===== src/rtl/mem_access_unit_pkg.sv =====
// Shared types and helpers for the data-memory access unit.
// Addressing codes, FSM encoding and size decode.
package mem_access_pkg;

  localparam logic [1:0] WORD    = 2'b00;
  localparam logic [1:0] HALF    = 2'b01;
  localparam logic [1:0] ILLEGAL = 2'b10;
  localparam logic [1:0] BYTE    = 2'b11;

  typedef enum logic [1:0] {
    IDLE,
    ACCESS,
    DONE
  } state_t;

  function automatic logic [2:0] size_bytes(
    input logic [1:0] size
  );
    logic [2:0] n;
    n = 3'd4;
    unique case (1'b1)
      size == HALF: n = 3'd2;
      size == BYTE: n = 3'd1;
      default:      n = 3'd4;
    endcase
    return n;
  endfunction

  function automatic logic misaligned(
    input logic [1:0] size,
    input logic [1:0] lo
  );
    logic m;
    m = 1'b0;
    unique case (1'b1)
      size == WORD: m = (lo != 2'b00);
      size == HALF: m = lo[0];
      default:      m = 1'b0;
    endcase
    return m;
  endfunction

endpackage


===== src/rtl/mem_access_unit_if.sv =====
// Request/response handshake between MEM stage and access unit.
// master = MEM stage side, slave = access unit side.
interface mem_access_unit_if #(
  parameter int NB_DATA_BUS = 32,
  parameter int NB_ADDRESS  = 6
);

  logic                   i_req_valid;
  logic                   o_req_ready;
  logic                   i_req_we;
  logic [1:0]             i_req_size;
  logic                   i_req_unsigned;
  logic [NB_ADDRESS-1:0]  i_req_addr;
  logic [NB_DATA_BUS-1:0] i_req_wdata;
  logic                   o_rsp_valid;
  logic [NB_DATA_BUS-1:0] o_rsp_rdata;
  logic                   o_rsp_err;

  modport master (
    output i_req_valid, i_req_we, i_req_size,
    output i_req_unsigned, i_req_addr, i_req_wdata,
    input  o_req_ready, o_rsp_valid,
    input  o_rsp_rdata, o_rsp_err
  );

  modport slave (
    input  i_req_valid, i_req_we, i_req_size,
    input  i_req_unsigned, i_req_addr, i_req_wdata,
    output o_req_ready, o_rsp_valid,
    output o_rsp_rdata, o_rsp_err
  );

endinterface


===== src/rtl/mem_access_unit_load_extend.sv =====
// Sign/zero extension of raw load data to 32 bits.
// Pure combinational; also reused by the writeback stage.
module load_extend
  import mem_access_pkg::*;
#(
  parameter int NB_DATA = 8
) (
  input  logic [31:0] data,
  input  logic [1:0]  size,
  input  logic        uns,
  output logic [31:0] result
);

  localparam int NH = 2 * NB_DATA;

  logic sb;
  logic sh;

  assign sb = ~uns & data[NB_DATA-1];
  assign sh = ~uns & data[NH-1];

  // extend by access size; words pass through
  always_comb begin
    result = data;
    unique case (1'b1)
      size == BYTE:
        result = {{(32-NB_DATA){sb}},
                  data[NB_DATA-1:0]};
      size == HALF:
        result = {{(32-NH){sh}},
                  data[NH-1:0]};
      default:
        result = data;
    endcase
  end

endmodule


===== src/rtl/mem_access_unit.sv =====
// Data-memory initiator: one request, one response pulse.
// Optional MEM_ACCESS_UNALIGNED_SPLIT_EN splits misaligned ops.
module mem_access_unit
  import mem_access_pkg::*;
#(
  parameter int NB_DATA_BUS = 32,
  parameter int NB_DATA     = 8,
  parameter int N_ADDRESS   = 64,
  parameter int NB_ADDRESS  = $clog2(N_ADDRESS)
) (
  input  logic                   i_clk,
  input  logic                   i_rst_n,
  mem_access_unit_if.slave       bus,
  output logic [NB_ADDRESS-1:0]  o_mem_r_addr,
  output logic                   o_mem_r_en,
  output logic [1:0]             o_mem_r_addressing,
  input  logic [NB_DATA_BUS-1:0] i_mem_r_data,
  output logic [NB_ADDRESS-1:0]  o_mem_w_addr,
  output logic [NB_DATA_BUS-1:0] o_mem_w_data,
  output logic                   o_mem_w_en,
  output logic [1:0]             o_mem_w_addressing
);

  state_t      state;
  logic        we_q;
  logic        uns_q;
  logic [1:0]  size_q;
  logic        acc;
  logic        bad;
  logic        mis;
  logic        last;
  logic [31:0] ld_data;
  logic [31:0] ext;

  assign bus.o_req_ready = (state == IDLE);
  assign acc = bus.i_req_valid && (state == IDLE);
  assign mis = misaligned(bus.i_req_size,
                          bus.i_req_addr[1:0]);

`ifdef MEM_ACCESS_UNALIGNED_SPLIT_EN
  logic                   split_q;
  logic [1:0]             k;
  logic [1:0]             kn;
  logic [NB_ADDRESS-1:0]  addr_q;
  logic [NB_DATA_BUS-1:0] wdata_q;
  logic [31:0]            asm_q;
  logic [31:0]            asm_nx;

  assign bad = (bus.i_req_size == ILLEGAL);
  assign kn  = k + 2'd1;
  assign last = !split_q ||
    (k == 2'(size_bytes(size_q) - 3'd1));
  assign ld_data = split_q ? asm_nx : i_mem_r_data;

  // drop the current byte into its little-endian slot
  always_comb begin
    asm_nx = asm_q;
    asm_nx[{k, 3'b000} +: NB_DATA] =
      i_mem_r_data[NB_DATA-1:0];
  end
`else
  assign bad  = (bus.i_req_size == ILLEGAL) || mis;
  assign last = 1'b1;
  assign ld_data = i_mem_r_data;
`endif

  load_extend #(
    .NB_DATA (NB_DATA)
  ) u_ext (
    .data   (ld_data),
    .size   (size_q),
    .uns    (uns_q),
    .result (ext)
  );

  // request FSM with registered memory and response outputs
  always_ff @(posedge i_clk or negedge i_rst_n) begin
    if (!i_rst_n) begin
      state              <= IDLE;
      we_q               <= 1'b0;
      uns_q              <= 1'b0;
      size_q             <= WORD;
      bus.o_rsp_valid    <= 1'b0;
      bus.o_rsp_rdata    <= '0;
      bus.o_rsp_err      <= 1'b0;
      o_mem_r_en         <= 1'b0;
      o_mem_w_en         <= 1'b0;
      o_mem_r_addr       <= '0;
      o_mem_w_addr       <= '0;
      o_mem_r_addressing <= WORD;
      o_mem_w_addressing <= WORD;
      o_mem_w_data       <= '0;
`ifdef MEM_ACCESS_UNALIGNED_SPLIT_EN
      split_q <= 1'b0;
      k       <= 2'd0;
      addr_q  <= '0;
      wdata_q <= '0;
      asm_q   <= '0;
`endif
    end else begin
      unique case (state)
        IDLE: begin
          if (acc) begin
            we_q   <= bus.i_req_we;
            uns_q  <= bus.i_req_unsigned;
            size_q <= bus.i_req_size;
            if (bad) begin
              state           <= DONE;
              bus.o_rsp_valid <= 1'b1;
              bus.o_rsp_err   <= 1'b1;
              bus.o_rsp_rdata <= '0;
            end else begin
              state              <= ACCESS;
              o_mem_r_en         <= !bus.i_req_we;
              o_mem_w_en         <= bus.i_req_we;
              o_mem_r_addr       <= bus.i_req_addr;
              o_mem_w_addr       <= bus.i_req_addr;
              o_mem_r_addressing <= bus.i_req_size;
              o_mem_w_addressing <= bus.i_req_size;
              if (bus.i_req_we)
                o_mem_w_data <= bus.i_req_wdata;
`ifdef MEM_ACCESS_UNALIGNED_SPLIT_EN
              split_q <= mis;
              k       <= 2'd0;
              addr_q  <= bus.i_req_addr;
              wdata_q <= bus.i_req_wdata;
              asm_q   <= '0;
              if (mis) begin
                o_mem_r_addressing <= BYTE;
                o_mem_w_addressing <= BYTE;
                o_mem_w_data <= {
                  {(NB_DATA_BUS-NB_DATA){1'b0}},
                  bus.i_req_wdata[NB_DATA-1:0]};
              end
`endif
            end
          end
        end
        ACCESS: begin
          if (last) begin
            state           <= DONE;
            o_mem_r_en      <= 1'b0;
            o_mem_w_en      <= 1'b0;
            bus.o_rsp_valid <= 1'b1;
            bus.o_rsp_err   <= 1'b0;
            bus.o_rsp_rdata <= we_q ? '0 : ext;
          end
`ifdef MEM_ACCESS_UNALIGNED_SPLIT_EN
          else begin
            k      <= kn;
            asm_q  <= asm_nx;
            o_mem_r_addr <= addr_q + NB_ADDRESS'(kn);
            o_mem_w_addr <= addr_q + NB_ADDRESS'(kn);
            o_mem_w_data <= {
              {(NB_DATA_BUS-NB_DATA){1'b0}},
              wdata_q[{kn, 3'b000} +: NB_DATA]};
          end
`endif
        end
        DONE: begin
          state           <= IDLE;
          bus.o_rsp_valid <= 1'b0;
        end
        default: state <= IDLE;
      endcase
    end
  end

endmodule


===== src/flat_wrapper.sv =====
// flat-port wrapper written by rule: the top's interface ports become plain ports
module mem_access_unit_flat import mem_access_pkg::*;
#(
  parameter int NB_DATA_BUS = 32,
  parameter int NB_DATA     = 8,
  parameter int N_ADDRESS   = 64,
  parameter int NB_ADDRESS  = $clog2(N_ADDRESS)
)
  (i_clk, i_rst_n, o_mem_r_addr, o_mem_r_en, o_mem_r_addressing, i_mem_r_data, o_mem_w_addr, o_mem_w_data, o_mem_w_en, o_mem_w_addressing, bus_i_req_valid, bus_i_req_we, bus_i_req_size, bus_i_req_unsigned, bus_i_req_addr, bus_i_req_wdata, bus_o_req_ready, bus_o_rsp_valid, bus_o_rsp_rdata, bus_o_rsp_err);
  mem_access_unit_if #(.NB_DATA_BUS(NB_DATA_BUS), .NB_ADDRESS(NB_ADDRESS)) bus_i ();
  input  logic i_clk;
  input  logic i_rst_n;
  output logic [NB_ADDRESS-1:0] o_mem_r_addr;
  output logic o_mem_r_en;
  output logic [1:0] o_mem_r_addressing;
  input  logic [NB_DATA_BUS-1:0] i_mem_r_data;
  output logic [NB_ADDRESS-1:0] o_mem_w_addr;
  output logic [NB_DATA_BUS-1:0] o_mem_w_data;
  output logic o_mem_w_en;
  output logic [1:0] o_mem_w_addressing;
  input wire logic [$bits(bus_i.i_req_valid)-1:0] bus_i_req_valid;
  input wire logic [$bits(bus_i.i_req_we)-1:0] bus_i_req_we;
  input wire logic [$bits(bus_i.i_req_size)-1:0] bus_i_req_size;
  input wire logic [$bits(bus_i.i_req_unsigned)-1:0] bus_i_req_unsigned;
  input wire logic [$bits(bus_i.i_req_addr)-1:0] bus_i_req_addr;
  input wire logic [$bits(bus_i.i_req_wdata)-1:0] bus_i_req_wdata;
  output wire logic [$bits(bus_i.o_req_ready)-1:0] bus_o_req_ready;
  output wire logic [$bits(bus_i.o_rsp_valid)-1:0] bus_o_rsp_valid;
  output wire logic [$bits(bus_i.o_rsp_rdata)-1:0] bus_o_rsp_rdata;
  output wire logic [$bits(bus_i.o_rsp_err)-1:0] bus_o_rsp_err;
  assign bus_i.i_req_valid = bus_i_req_valid;
  assign bus_i.i_req_we = bus_i_req_we;
  assign bus_i.i_req_size = bus_i_req_size;
  assign bus_i.i_req_unsigned = bus_i_req_unsigned;
  assign bus_i.i_req_addr = bus_i_req_addr;
  assign bus_i.i_req_wdata = bus_i_req_wdata;
  assign bus_o_req_ready = bus_i.o_req_ready;
  assign bus_o_rsp_valid = bus_i.o_rsp_valid;
  assign bus_o_rsp_rdata = bus_i.o_rsp_rdata;
  assign bus_o_rsp_err = bus_i.o_rsp_err;
  mem_access_unit #(.NB_DATA_BUS(NB_DATA_BUS), .NB_DATA(NB_DATA), .N_ADDRESS(N_ADDRESS), .NB_ADDRESS(NB_ADDRESS)) u_core (.i_clk(i_clk), .i_rst_n(i_rst_n), .bus(bus_i), .o_mem_r_addr(o_mem_r_addr), .o_mem_r_en(o_mem_r_en), .o_mem_r_addressing(o_mem_r_addressing), .i_mem_r_data(i_mem_r_data), .o_mem_w_addr(o_mem_w_addr), .o_mem_w_data(o_mem_w_data), .o_mem_w_en(o_mem_w_en), .o_mem_w_addressing(o_mem_w_addressing));
endmodule

===== config.mk =====
export PLATFORM = sky130hd
export DESIGN_NAME = mem_access_unit_flat
export DESIGN_NICKNAME = d
export VERILOG_FILES = /design/src/rtl/mem_access_unit_pkg.sv /design/src/rtl/mem_access_unit_if.sv /design/src/rtl/mem_access_unit_load_extend.sv /design/src/rtl/mem_access_unit.sv /design/src/flat_wrapper.sv
export SDC_FILE = /design/constraint.sdc
export NUM_CORES = 1
export LEC_CHECK = 0
export CORE_ASPECT_RATIO = 2
export CORE_MARGIN = 5
export CORE_UTILIZATION = 35
export DETAILED_ROUTE_END_ITERATION = 12
export PLACE_DENSITY_LB_ADDON = 0.25
export SETUP_SLACK_MARGIN = 0.2
export SYNTH_ARGS = -nofsm -noshare
export SYNTH_HDL_FRONTEND = slang
export SYNTH_SLANG_ARGS = --single-unit

===== constraint.sdc =====
create_clock -name i_clk -period 3.4 [get_ports i_clk]
set_input_delay 0.68 -clock i_clk [delete_from_list [all_inputs] [get_ports i_clk]]
set_output_delay 0.68 -clock i_clk [all_outputs]
set_load 0.05 [all_outputs]

== Word level (Yosys, flattened, before mapping) ==
Index checks and enable logic that the tools add are counted.
Storage, ports and cells
  bits in registers: 82
  output and inout bits: 85
  logic and storage cells: 58
Cells by class
  equality and inequality tests: 9
  muxes and demuxes: 19
  bitwise operators: 4
  reductions and logical operators: 14
Operators with widths (count)
  32-bit case mux with 2 select lines: 2
  32-bit two-way mux: 3
  3-bit AND reduction: 4
  1-bit case mux with 2 select lines: 4
  2-bit by 1-bit == test with 1-bit output (second input constant): 3
  2-bit == test (second input constant): 3
  1-bit two-way mux: 6
  2-bit logical NOT: 2
  2-bit two-way mux: 2
  2-bit by 1-bit != test with 1-bit output (second input constant): 2
  2-bit case mux with 2 select lines: 1
  4-bit AND reduction: 1
  2-bit nonzero test: 2
  1-bit case mux with 3 select lines: 1
  3-bit nonzero test: 1
  1-bit AND: 2
  2-bit != test (second input constant): 1
  1-bit inverter: 2
  2-bit AND reduction: 1
  1-bit logical AND: 1
  1-bit logical NOT: 1
  1-bit logical OR: 1

== Logic depth before layout (Yosys ltp) ==
  depth in word-level cells: 6
  gate-level depth with buffers: 5
  depth with buffers taken out: 3

== Modules after synthesis ==
Synthesis repeated with hierarchy kept, for this count alone.
Unflattened totals
  cells, all modules: 264
  area total of the unflattened synthesis: 3737.3 um2
By module, submodules not included
  mem_access_unit: times used 1, cells each 206, area an instance 3291.9 um2, seq. area each 2052.0 um2
  load_extend: times used 1, cells each 58, area an instance 445.4 um2, seq. area each 0.0 um2

== Worst setup path after synthesis ==
OpenSTA, ideal clock, no wires.
  kind: register to output
  start point: reg u_core.state[0]
  end point: out bus_o_req_ready
  data arrival time: 1.218 ns
  required time: 2.720 ns
  setup slack: 1.502 ns
  stages on the path, launching flop included: 3
  buffers on the path: 1
  cells stage by stage: dfrtp_1 > buf_4 > nor2_1
On the way
  word-level cells in the longest chain between the ends: 1
Ends and longest elaborated chain
  start: declaration: line mem_access_unit.sv:24  | state_t state;
  start signal: assignment: line mem_access_unit.sv:79  | state <= IDLE;
  start signal: assignment: line mem_access_unit.sv:108  | state <= DONE;
  start signal: assignment: line mem_access_unit.sv:113  | state <= ACCESS;
  2-bit logical NOT: line mem_access_unit.sv:35  | assign bus.o_req_ready = (state == IDLE);
  end: declaration: line flat_wrapper.sv:27  | output wire logic [$bits(bus_i.o_req_ready)-1:0] bus_o_req_ready;
Every way passes these cells.

== Worst setup path after layout ==
Ends and elaborated chain as after synthesis.

==> key figures <==
Status
  • Outcome: finished clean

STA
  • Setup violators final: 0
  • RSZ-0062 raised after global routing: no
  • Worst-Margin Slew: 1.03 ns
  • Slew Limit Headroom: 0.312
  • Final Hold Fails: 0
  • Fmax: 396 MHz
  • Setup Total Neg Slack: 0 ns
  • Setup Skew: 0.00940 ns
  • Final period util: 0.742
  • Post-route worst setup slack: 0.877 ns
  • Fin. max-slew vios: 0
  • Min Tclk post-route: 2.52 ns

Place
  • PortBufs: 161
  • Placed cells: 530
  • Pre-CTS WS: 0.899 ns
  • DP HPWL: 6.75 mm
  • GP Congestion: 0.744

Critical path
  • Worst EP required: 2.72 ns
  • Slowest cell on crit path: clkdlybuf4s50_1
  • Type of destination of the critical path: output port
  • CP max stage delay: 0.83 ns
  • CP Launch Point: u_core.state[0]$_DFFE_PN0N_
  • Worst Path Max Fanout: 11
  • Reg2reg start: u_core.state[0]$_DFFE_PN0N_
  • Crit path arrival time: 1.84 ns
  • Crit Path Class: reg2out
  • Cell Chain, Critical Path: nor2_1 > clkdlybuf4s50_1
  • CP Launch Type: register

Power and ir drop
  • Combinational power share: 0.444
  • Sequential power share: 0.308
  • Clock share of power: 0.248
  • Pleak: 2.55 nW
  • Net switching share of the total power: 0.395
  • Overall power: 0.00446 W
  • Pint: 0.00270 W
  • Sw Pwr: 0.00176 W
  • VDD IR max: 0.478 mV
  • Power Dens Cells: 803 nW/um^2

Synth
  • Yosys cell types: 31
  • Post-Synthesis Cells: 254
  • Most instantiated cells after synthesis: dfrtp_1 (82), a22o_1 (32), mux2_4 (29), inv_1 (22), o21ai_0 (16)
  • Post-synthesis sequential area ratio: 0.577
  • Net Count, Synth: 331
  • Async S/R FF share, synth: 1.00
  • Cell Area, Synth: 3560 um^2
  • Avg Cell Area, Syn: 14.0 um^2
  • Post-synth top area share: 0.577
  • Synth Flop Type: dfrtp_1
  • Yosys warning count: 0
  • Top-count cell post-synth: dfrtp_1
  • Largest area contributor in the netlist: dfrtp_1
  • Post-synth EDFFs: 0
  • Synth area leaders: dfrtp_1 (58%), mux2_4 (12%), a22o_1 (7.9%)
  • Register bit total from synthesis: 82

Die
  • Cell Rows: 52
  • Core area: 10000 um^2
  • Starting Density: 0.355
  • Die area: 12400 um^2
  • Die Y: 153 um
  • Die X: 81.3 um
  • I/O Pins: 162

Routing
  • DR pass1 iterations: 4
  • Wire length per cell: 16.9 um
  • DRC: 0
  • DR vias/cell: 4.68
  • Total wire length: 9.21 mm
  • Starting DRT DRC Count: 138
  • Vias: 2558
  • Post-DRT Antenna Nets: 0

Clock network
  • CTS Buffer Depth: 2
  • H-tree depth: 3
  • Clk_lat worst skew: 0.33 ns
  • Clk root buf: clkbuf_16
  • Clock buffer count from CTS: 9
  • Post_cts resized: 0
  • Hold_buf cts: 0
  • Clock Pin Slew Worst Setup and Hold Paths: 0.06 ns
  • Total setup buffers inserted after CTS: 0
  • CTS tree: built
  • Clock Sinks: 82

Layout
  • # diodes: 0
  • Post-Layout Cell Count: 546
  • Final Util: 0.554
  • Fraction of final layout cells sized beyond drive strength 1: 0.168
  • P&R area growth vs syn: 56.2%
  • Nets: 483

Min path
  • Hold wc startpoint: u_core.o_mem_w_data[21]$_DFFE_PN0P_
  • Hold Crit Class: reg2reg

Global route
  • Largest net degree at the start of global routing: 83
  • Total congestion overflow: 0
  • Vias in the first global route: 2774
  • GRT Util Overall: 0.154
  • First-pass GRT wire length: 14.6 mm
  • Initial antenna violation count: 0

Flow run
  • Max_cap viols: 0
logic make-up after synthesis:
group	after synthesis	synth area share
compound gates	66	0.145
buf+inv	45	0.0679
flops	82	0.577
mux	45	0.173
simple gates	16	0.0376
worst paths after layout:
check	end	slack, ns	depth (start not counted)
max	bus_o_req_ready	0.88	2
min	u_core.o_mem_w_data[21]$_DFFE_PN0P_	0.50	1
max reg2reg	u_core.bus.o_rsp_rdata[25]$_DFFE_PN0P_	1.59	4
min reg2reg	u_core.o_mem_w_data[21]$_DFFE_PN0P_	0.50	1
max in group asynchronous	u_core.bus.o_rsp_rdata[25]$_DFFE_PN0P_	2.20	1
min in group asynchronous	u_core.o_mem_w_data[14]$_DFFE_PN0P_	0.52	1
critical path, delay by kind of cell (launching register included):
kind / cells / cell delay (ns)
buffers and inverters: 1 / 0.83
DFF: 1 / 0.52
and+or+nand+nor: 1 / 0.15
power by group through the flow:
stage / combinational [W] / sequential, W / clock (W)
global route: 0.00206 / 0.00141 / 0.00117
finish: 0.00198 / 0.00138 / 0.00111
global placement: 0.00199 / 0.00138 / 0
detailed placement: 0.00200 / 0.00139 / 0
floorplan: 0.000556 / 0.00215 / 0
CTS: 0.00201 / 0.00138 / 0.00114
layout by cell type (no fill, tap or decap), types with 2 or more instances in the layout:
cell,synthesis,routed
inv_1,22,22
mux2_4,29,29
dfrtp_1,82,82
clkdlybuf4s50_1,0,160
nand2_1,3,3
nor3b_4,2,2
a21o_1,9,9
a22o_1,32,32
bufinv_16,0,3
nand2b_1,3,3
buf_4,10,3
clkinv_4,0,2
clkbuf_16,0,9
o311ai_0,2,2
o21ai_0,16,16
mux2_2,15,15
nor2_1,2,2
state kept, by name (all words and copies together), names as in the netlist:
name and count:
u_core.o_mem_w_en 1, u_core.o_mem_w_data 32, u_core.uns_q 1, u_core.o_mem_w_addr 6, u_core.we_q 1, u_core.bus.o_rsp_rdata 32, u_core.state 2, u_core.size_q 2
u_core.bus.o_rsp_valid 1, u_core.o_mem_w_addressing 2, u_core.o_mem_r_en 1, u_core.bus.o_rsp_err 1
metrics by stage:
stage                     area (um^2)  hold WS, ns
after floorplan                  3560        0.384
after global placement           5210        0.487
after detailed placement         5210        0.490
after CTS                        5560        0.507
after global routing             5560        0.521
final                            5560        0.503
metal layers:
| metal | part of all wire | vias up | GRT usage |
|---|---|---|---|
| met1 | 0.36 | 1267 | 0.165 |
| met2 | 0.56 | 85 | 0.277 |
| li1 | - | 1197 | - |
| met3 | 0.056 | 9 | 0.0361 |
| met5 | 0 | - | 0 |
| met4 | 0.018 | 0 | 0.0653 |
cell type report:
class | count | area (um^2)
well taps | 135 | 169
clock buffers | 10 | 229
repair buffers | 164 | 1640
multi-input cells | 127 | 1260
inverters | 22 | 82.6
flip-flops and latches | 82 | 2050
clock inverters | 6 | 115
fillers | 893 | 4460
No activity file was read; power rests on OpenSTA's default activity.
